===== src/rtl/bouton_impulsion.sv =====
// Push-button conditioner: synchroniser, debounce counter and press/hold FSM.
// Produces a clean pressed level, press/repeat strobes and a release strobe.
module bouton_impulsion #(
    parameter int DEBOUNCE_CYCLES = 500000,
    parameter bit REPEAT_EN       = 1'b1,
    parameter int REPEAT_DELAY    = 25000000,
    parameter int REPEAT_PERIOD   = 10000000
) (
    input  logic clk,
    input  logic rst,
    input  logic bouton_n,
    output logic appui,
    output logic impulsion,
    output logic relache
);

    localparam int DB_W = $clog2(DEBOUNCE_CYCLES + 1);
    localparam int RP_MAX = (REPEAT_DELAY > REPEAT_PERIOD) ?
                            REPEAT_DELAY : REPEAT_PERIOD;
    localparam int RW = $clog2(RP_MAX + 1);

    localparam logic [DB_W-1:0] DB_LAST = DB_W'(DEBOUNCE_CYCLES - 1);
    localparam logic [RW-1:0]   RD_LAST = RW'(REPEAT_DELAY - 1);
    localparam logic [RW-1:0]   RP_LAST = RW'(REPEAT_PERIOD - 1);
    localparam logic [RW-1:0]   RW_ONE  = RW'(1);
    localparam logic [DB_W-1:0] DB_ONE  = DB_W'(1);

    localparam logic [1:0] S_REPOS   = 2'd0;
    localparam logic [1:0] S_ATTENTE = 2'd1;
    localparam logic [1:0] S_REPETE  = 2'd2;

    logic            r_sync1;
    logic            r_sync2;
    logic            r_stable;
    logic [DB_W-1:0] r_db_cnt;
    logic [1:0]      r_state;
    logic [RW-1:0]   r_rep_cnt;
    logic            r_appui;
    logic            r_impulsion;
    logic            r_relache;

    logic            w_diff;
    logic            w_pressed;
    logic [1:0]      w_state_nxt;
    logic [RW-1:0]   w_rep_nxt;
    logic            w_imp_nxt;
    logic            w_rel_nxt;

    // Two-stage synchroniser; resets to the released level (1).
    always_ff @(posedge clk or posedge rst) begin
        if (rst) begin
            r_sync1 <= 1'b1;
            r_sync2 <= 1'b1;
        end else begin
            r_sync1 <= bouton_n;
            r_sync2 <= r_sync1;
        end
    end

    assign w_diff    = (r_sync2 != r_stable);
    assign w_pressed = ~r_stable;

    // Debounce: accept a new level after DEBOUNCE_CYCLES unbroken differing samples.
    always_ff @(posedge clk or posedge rst) begin
        if (rst) begin
            r_stable <= 1'b1;
            r_db_cnt <= '0;
        end else if (!w_diff) begin
            r_db_cnt <= '0;
        end else if (r_db_cnt == DB_LAST) begin
            r_stable <= r_sync2;
            r_db_cnt <= '0;
        end else begin
            r_db_cnt <= r_db_cnt + DB_ONE;
        end
    end

    // Press/hold FSM next-state and strobe decode; release wins over repeat.
    always_comb begin
        w_state_nxt = r_state;
        w_rep_nxt   = r_rep_cnt;
        w_imp_nxt   = 1'b0;
        w_rel_nxt   = 1'b0;
        case (r_state)
            S_REPOS: begin
                w_rep_nxt = '0;
                if (w_pressed) begin
                    w_state_nxt = S_ATTENTE;
                    w_imp_nxt   = 1'b1;
                end
            end
            S_ATTENTE: begin
                if (!w_pressed) begin
                    w_state_nxt = S_REPOS;
                    w_rel_nxt   = 1'b1;
                    w_rep_nxt   = '0;
                end else if (!REPEAT_EN) begin
                    w_rep_nxt = '0;
                end else if (r_rep_cnt == RD_LAST) begin
                    w_state_nxt = S_REPETE;
                    w_imp_nxt   = 1'b1;
                    w_rep_nxt   = '0;
                end else begin
                    w_rep_nxt = r_rep_cnt + RW_ONE;
                end
            end
            S_REPETE: begin
                if (!w_pressed) begin
                    w_state_nxt = S_REPOS;
                    w_rel_nxt   = 1'b1;
                    w_rep_nxt   = '0;
                end else if (r_rep_cnt == RP_LAST) begin
                    w_imp_nxt = 1'b1;
                    w_rep_nxt = '0;
                end else begin
                    w_rep_nxt = r_rep_cnt + RW_ONE;
                end
            end
            default: begin
                w_state_nxt = S_REPOS;
                w_rep_nxt   = '0;
            end
        endcase
    end

    // FSM state, repeat counter and registered outputs.
    always_ff @(posedge clk or posedge rst) begin
        if (rst) begin
            r_state     <= S_REPOS;
            r_rep_cnt   <= '0;
            r_appui     <= 1'b0;
            r_impulsion <= 1'b0;
            r_relache   <= 1'b0;
        end else begin
            r_state     <= w_state_nxt;
            r_rep_cnt   <= w_rep_nxt;
            r_appui     <= (w_state_nxt != S_REPOS);
            r_impulsion <= w_imp_nxt;
            r_relache   <= w_rel_nxt;
        end
    end

    assign appui     = r_appui;
    assign impulsion = r_impulsion;
    assign relache   = r_relache;

endmodule

===== config.mk =====
export PLATFORM = sky130hd
export DESIGN_NAME = bouton_impulsion
export DESIGN_NICKNAME = d
export VERILOG_FILES = /design/src/rtl/bouton_impulsion.sv
export SDC_FILE = /design/constraint.sdc
export NUM_CORES = 1
export LEC_CHECK = 0
export CORE_ASPECT_RATIO = 0.7
export CORE_MARGIN = 8
export CORE_UTILIZATION = 43
export DETAILED_ROUTE_END_ITERATION = 10
export PLACE_DENSITY = 0.56
export RECOVER_POWER = 25
export SYNTH_ARGS = -nofsm -noshare
export SYNTH_HDL_FRONTEND = slang
export SYNTH_SLANG_ARGS = --single-unit

===== constraint.sdc =====
create_clock -name clk -period 4.85 [get_ports clk]
set_input_delay 1.2125 -clock clk [delete_from_list [all_inputs] [get_ports clk]]
set_output_delay 1.2125 -clock clk [all_outputs]
set_load 0.02 [all_outputs]

==> qor.yml, run 1 <==
status:
  status: "complete, no violations"
clocking:
  post_cts_resized: 0
  path_clk_slew_ns: 0.09
  cts-root-buf: "clkbuf_8"
  clock_path_buffers: 2
  cts.sinks: 52
  post_cts_buffers: 0
  ctsHoldBuffers: 0
  htreeDepth: 2
  cts_buffers: 5
  cts_tree: "yes"
  clk_latency_ns: 0.30
global_routing:
  grt_use_total_pct: 12.0
  grt_pass1_wl_um: 8450
  grt_max_degree: 31
  grt_pass1_vias: 1668
  gr-total-overflow: 0
  antenna_found_initial: 0
layout:
  fill_cells: 548
  syn_to_final_growth_pct: 8.05
  final_common_cell: "nor2_1"
  fin_nets: 283
  fin_cells: 350
  drive_gt1_share_pct: 10.5
  diodes: 0
  final_cell_mix: "50 x nor2_1, 49 x dfrtp_1, 23 x xor2_1"
power:
  p_seq_share_pct: 61.8
  swShare_pct: 21.9
  p_total_uw: 711
  p_leak_nw: 1.24
  p_comb_share_pct: 2.4
  power.density_mw_per_mm2: 252
  ir_drop_mv: 0.0952
  clkPwrFrac_pct: 35.8
  p_int_uw: 555
  switchingPower_uw: 156
yosys:
  async_reset_ff_share_pct: 100
  synth_edf_count: 0
  syn-instance-count: 266
  ys_seq_area_share_pct: 50.0
  yosys.cell_types.count: 36
  avgSynthCellArea_sq_um: 9.81
  netlist_area_sq_mm: 0.00261
  ys_warn_count: 0
  syn-num-nets: 275
  synth_seq_cells: 52
  synth_top_flop_cell: "dfrtp_1"
die:
  top_level_ports: 6
  die_h_um: 81.2
  initial_core_util_pct: 45.1
  dieArea_sq_mm: 0.00886
  core-area_sq_mm: 0.00578
  die_x_um: 109
  row_count: 23
timing:
  max_slew_margin_pct: 32.9
  slew_violations: 0
  setup_slack_ns: 1.90
  fmax_mhz: 339
  skew_ns: 0.00590
  holdWs_ns: 0.362
  fin_tns_setup_ns: 0
  min_period_over_period_pct: 60.8
  worst_slew_pin_slew_ns: 0.998
  hold_violations: 0
  fin_crit_ns: 2.95
  rsz0062_at_grt: "no"
  setup_viol: 0
min_path:
  holdPathStages: 0
  hold_class: "register to register"
  worstHoldStart: "r_sync1$_DFF_PP1_"
worst_setup_path:
  worst_ep_arrival_time_ns: 3.10
  slowest_stage: "a32oi_4"
  regToRegStartpoint: "r_rep_cnt[0]$_DFF_PP0_"
  crit_path_end_kind: "register"
  path_class: "register to register"
  cp_cell_sequence: "ha_1 -> nand3_2 -> or4_1 -> or4_4 -> a32oi_4 -> nor2_1"
  cp_max_fo: 24
  cp_data_required_time_ns: 5.00
  critPathMaxStageDelay_ns: 0.78
  r2r_cells: 6
  start_kind: "register"
  critPathLaunch: "r_rep_cnt[0]$_DFF_PP0_"
routing:
  drtIter0Drc: 112
  drt_wl_total_um: 4860
  ant_nets: 0
  wire_per_inst_um: 13.9
  drc: 0
  viasPerCell: 5.12
  vias: 1791
  firstDrtPassIters: 4
placed_design:
  placedCellCount: 342
  place_ws_ns: 1.89
  place_congestion: 0.801
  portBuffers: 5
  dp_hpwl_um: 3490
flow_run:
  max_cap_viol_count: 0
-- cells by family (layout without fill, tap and decap cells) --
family                     Yosys count  count (layout)  synth area share (%)
AOI/OAI and AO/OA                   12              12                  3.64
xor gates and xnor gates            39              39                  13.1
adders and majority gates            6               6                  2.88
buffers and inverters               18              27                  3.16
DFF                                 52              52                  50.0
muxes                                1               1                 0.431
and+or+nand+nor                    138             138                  26.8
-- routing by layer --
layer | vias up | share of wire, % | track usage (%)
met5 | - | 0 | 0
met4 | 0 | 0.51 | 2.72
met3 | 2 | 4.4 | 3.72
met2 | 27 | 37 | 14.6
met1 | 855 | 58 | 19.4
li1 | 907 | - | -
-- path summary, 6_finish.rpt --
kind / endpoint / slack, ns
hold reg to reg: r_sync2$_DFF_PP1_ / 0.36
hold / removal: r_sync2$_DFF_PP1_ / 0.36
setup reg to reg: r_rep_cnt[18]$_DFF_PP0_ / 1.90
min in group asynchronous: r_db_cnt[18]$_DFF_PP0_ / 1.51
max in group asynchronous: r_rep_cnt[8]$_DFF_PP0_ / 2.43
setup / recovery: r_rep_cnt[18]$_DFF_PP0_ / 1.90
-- cells in the mapped netlist (2+ instances only) --
cell / n / area [sq um]
a21oi_1: 4 / 20.0
and2_1: 2 / 12.5
and3_1: 5 / 31.3
buf_6: 2 / 22.5
clkbuf_1: 2 / 7.51
dfrtp_1: 49 / 1230
dfstp_2: 3 / 78.8
ha_1: 6 / 75.1
inv_1: 13 / 48.8
nand2_1: 19 / 71.3
nand3_1: 14 / 70.1
nand4_1: 13 / 81.3
nor2_1: 50 / 188
nor2_2: 10 / 62.6
nor3_1: 2 / 10.0
nor4_1: 5 / 31.3
nor4b_1: 3 / 26.3
o21ai_0: 3 / 15.0
or2_2: 2 / 12.5
or3_1: 3 / 18.8
or4_1: 3 / 22.5
or4_4: 2 / 22.5
xnor2_1: 16 / 140
xor2_1: 23 / 201
-- cell type report --
type                       instances  area, sq um  area share (%)
sequential                        52         1310            46.3
clock buffer                       6         82.6            2.93
tap                               75         93.8            3.33
multi-input combinational        196         1220            43.3
timing repair buffer               6         57.6            2.04
inverter                          13         48.8            1.73
clock inverter                     2         10.0           0.355
-- registers in the layout, summed over array words and instances, names as in the netlist --
register   cells
appui          1
impulsion      1
r_db_cnt      19
r_rep_cnt     25
r_stable       1
r_state        2
r_sync1        1
r_sync2        1
relache        1
-- power by group through the flow --
stage          clock (mW)  combinational (mW)  sequential, mW
4_1_cts             0.266              0.0188           0.439
3_3_place_gp            0              0.0188           0.448
5_1_grt             0.291              0.0210           0.440
6_report            0.254              0.0174           0.439
2_1_floorplan           0              0.0124           0.447
3_5_place_dp            0              0.0188           0.448
-- worst max-delay path, delay by kind of cell, from the launching register on --
kind                       cells  cell delay [ns]
AOI/OAI and AO/OA              1             0.78
DFF                            1             0.39
and+or+nand+nor                4             1.41
adders and majority gates      1             0.21
-- per-stage QoR --
| step | cell area, sq um | utilization, % |
|---|---|---|
| 6_report | 2820 | 48.8 |
| 5_1_grt | 2820 | 48.8 |
| 4_1_cts | 2820 | 48.8 |
| 3_5_place_dp | 2730 | 47.2 |
| 3_3_place_gp | 2730 | 47.2 |
| 2_1_floorplan | 2610 | - |
(Power assumes the default switching activity.)
==> run 2: changes to the inputs <==
Clock period 4.85 ns to 2.8 ns, I/O delays scaled along.
==> qor.yml, run 2 (synthesis results as in run 1) <==
clocking:
  cts.sinks: 52  # unchanged
  path_clk_slew_ns: 0.09  # about the same
  cts-root-buf: "clkbuf_8"
  post_cts_resized: 0  # unchanged
  clk_latency_ns: 0.31  # about the same
  post_cts_buffers: 0  # unchanged
  ctsHoldBuffers: 0  # unchanged
  cts_buffers: 5  # unchanged
  htreeDepth: 2  # unchanged
  clock_path_buffers: 2  # unchanged
  cts_tree: "yes"
timing:
  hold_violations: 0  # unchanged
  max_slew_margin_pct: 36.4  # +3.5 points
  fmax_mhz: 398  # +17%
  setup_viol: 0  # unchanged
  fin_crit_ns: 2.51  # -0.438 ns
  min_period_over_period_pct: 89.7  # +29 points
  fin_tns_setup_ns: 0  # unchanged
  slew_violations: 0  # unchanged
  worst_slew_pin_slew_ns: 0.954  # -0.0443 ns
  rsz0062_at_grt: "no"
  skew_ns: 0.00822  # +0.00232 ns
layout:
  final_cell_mix: "50 x nor2_1, 49 x dfrtp_1, 23 x xor2_1"
  largest_register_ffs: 25  # unchanged
  final_common_cell: "nor2_1"
  diodes: 0  # unchanged
  final_area_sq_mm: 0.00293  # +3.9%
  reg_top3: "r_rep_cnt x25, r_db_cnt x19, r_state x2"
  drive_gt1_share_pct: 11.8  # +1.3 points
  syn_to_final_growth_pct: 12.2
  fin_nets: 287  # +1.4%
  regMostFlops: "r_rep_cnt"
worst_setup_path:
  worst_ep_arrival_time_ns: 2.71  # -0.39 ns
  cp_data_required_time_ns: 3.00  # -2.00 ns
  cp.buffers_inverters: 1  # +1
  slowest_stage: "or4_4"
  path_class: "register to register"
  cp_cell_sequence: "ha_1 -> nand3_2 -> or4_1 -> or4_4 -> a32oi_4 -> buf_4 -> nor2_1"
  cp_max_fo: 15  # -38%
  crit_family: "simple AND/OR/NAND/NOR gates"
  critPathMaxStageDelay_ns: 0.61  # -0.17 ns
  start_kind: "register"
  crit_path_end_kind: "register"
power:
  ir_drop_mv: 0.206  # +120%
  swShare_pct: 19.2  # -2.7 points
  clkPwrFrac_pct: 47.1  # +11 points
  p_int_mw: 1.21  # +120%
  p_comb_share_pct: 2.2  # -0.2 points
  p_seq_share_pct: 50.7  # -11 points
  power.density_mw_per_mm2: 512  # +100%
  p_leak_nw: 1.29  # +4.2%
  switchingPower_uw: 288  # +85%
  p_total_mw: 1.50  # +110%
global_routing:
  grt_pass1_wl_um: 8580  # +1.6%
  grt_pass1_vias: 1706  # +2.3%
  antenna_found_initial: 0  # unchanged
  grt_max_degree: 30  # -3.2%
  gr-total-overflow: 0  # unchanged
  grt_use_total_pct: 12.4  # +0.32 points
die:
  initial_core_util_pct: 45.1  # unchanged
  core-area_sq_mm: 0.00578  # unchanged
  top_level_ports: 6  # unchanged
  die_x_um: 109  # unchanged
  die_h_um: 81.2  # unchanged
  row_count: 23  # unchanged
  dieArea_sq_mm: 0.00886  # unchanged
flow_run:
  max_cap_viol_count: 0  # unchanged
min_path:
  hold_class: "register to register"
routing:
  drc: 0  # unchanged
  viasPerCell: 5.04  # -1.5%
  wire_per_inst_um: 13.8  # -0.40%
  ant_nets: 0  # unchanged
  firstDrtPassIters: 4  # unchanged
  vias: 1785  # -0.34%
  drtIter0Drc: 116  # +3.6%
  drt_wl_total_um: 4900  # +0.74%
placed_design:
  place_area_sq_mm: 0.00277  # +1.6%
  dp_hpwl_um: 3440  # -1.4%
  portBuffers: 5  # unchanged
  place_congestion: 0.849  # +5.9%
status:
  status: "complete, no violations"
==> run 2: cell types whose count changed in the layout (fill, tap and decap cells not counted), sizes merged <==
cell and change:
clkinv -2, clkbuf -1, bufinv +3, buf +4
==> run 2: final timing paths <==
| kind | from | endpoint | slack (ns) | cells after the start |
|---|---|---|---|---|
| min in group asynchronous | rst | relache$_DFF_PP0_ | 1.04 | 2 |
| min | r_sync1$_DFF_PP1_ | r_sync2$_DFF_PP1_ | 0.36 | 0 |
| min reg2reg | r_sync1$_DFF_PP1_ | r_sync2$_DFF_PP1_ | 0.36 | 0 |
| max reg2reg | r_rep_cnt[0]$_DFF_PP0_ | r_rep_cnt[7]$_DFF_PP0_ | 0.29 | 7 |
| max | r_rep_cnt[0]$_DFF_PP0_ | r_rep_cnt[7]$_DFF_PP0_ | 0.29 | 7 |
| max in group asynchronous | rst | r_rep_cnt[15]$_DFF_PP0_ | 1.09 | 3 |
==> run 2: layout make-up <==
type	count	area [sq um]
Multi-Input combinational cell	196	1220
Sequential cell	52	1310
Clock inverter	3	90.1
Clock buffer	5	68.8
Tap cell	75	93.8
Fill cell	537	2860
Timing Repair Buffer	10	100
Inverter	13	48.8
==> run 2: power groups by stage <==
stage	combinational [mW]	clock (mW)	sequential (mW)
after detailed placement	0.0350	0	0.776
after global placement	0.0346	0	0.776
final	0.0325	0.707	0.761
after floorplan	0.0215	0	0.775
after global routing	0.0390	0.755	0.762
after CTS	0.0352	0.721	0.761
==> run 2: worst register-to-register path: cells and delay by family (launching register included) <==
kind | cells | cell delay, ns
buf+inv | 1 | 0.27
fa+ha+maj | 1 | 0.22
flops | 1 | 0.40
compound gates | 1 | 0.21
simple gates | 4 | 1.31
==> run 2: per-layer routing <==
layer  vias up  track usage [%]  routed length, um
met5         -                0                  0
met1       841             19.0               2830
met2        22             15.8               1810
li1        914                -                  -
met3         8             3.40                182
met4         0             4.08                 70
==> run 2: per-stage QoR <==
step	hold WS, ns	setup WS, ns	cells	utilization (%)
finish	0.365	0.288	354	50.6
global route	0.373	0.146	354	50.6
CTS	0.369	0.274	354	50.6
detailed placement	0.352	0.301	346	47.9
global placement	0.353	0.342	346	47.9
floorplan	0.345	0.392	266	-
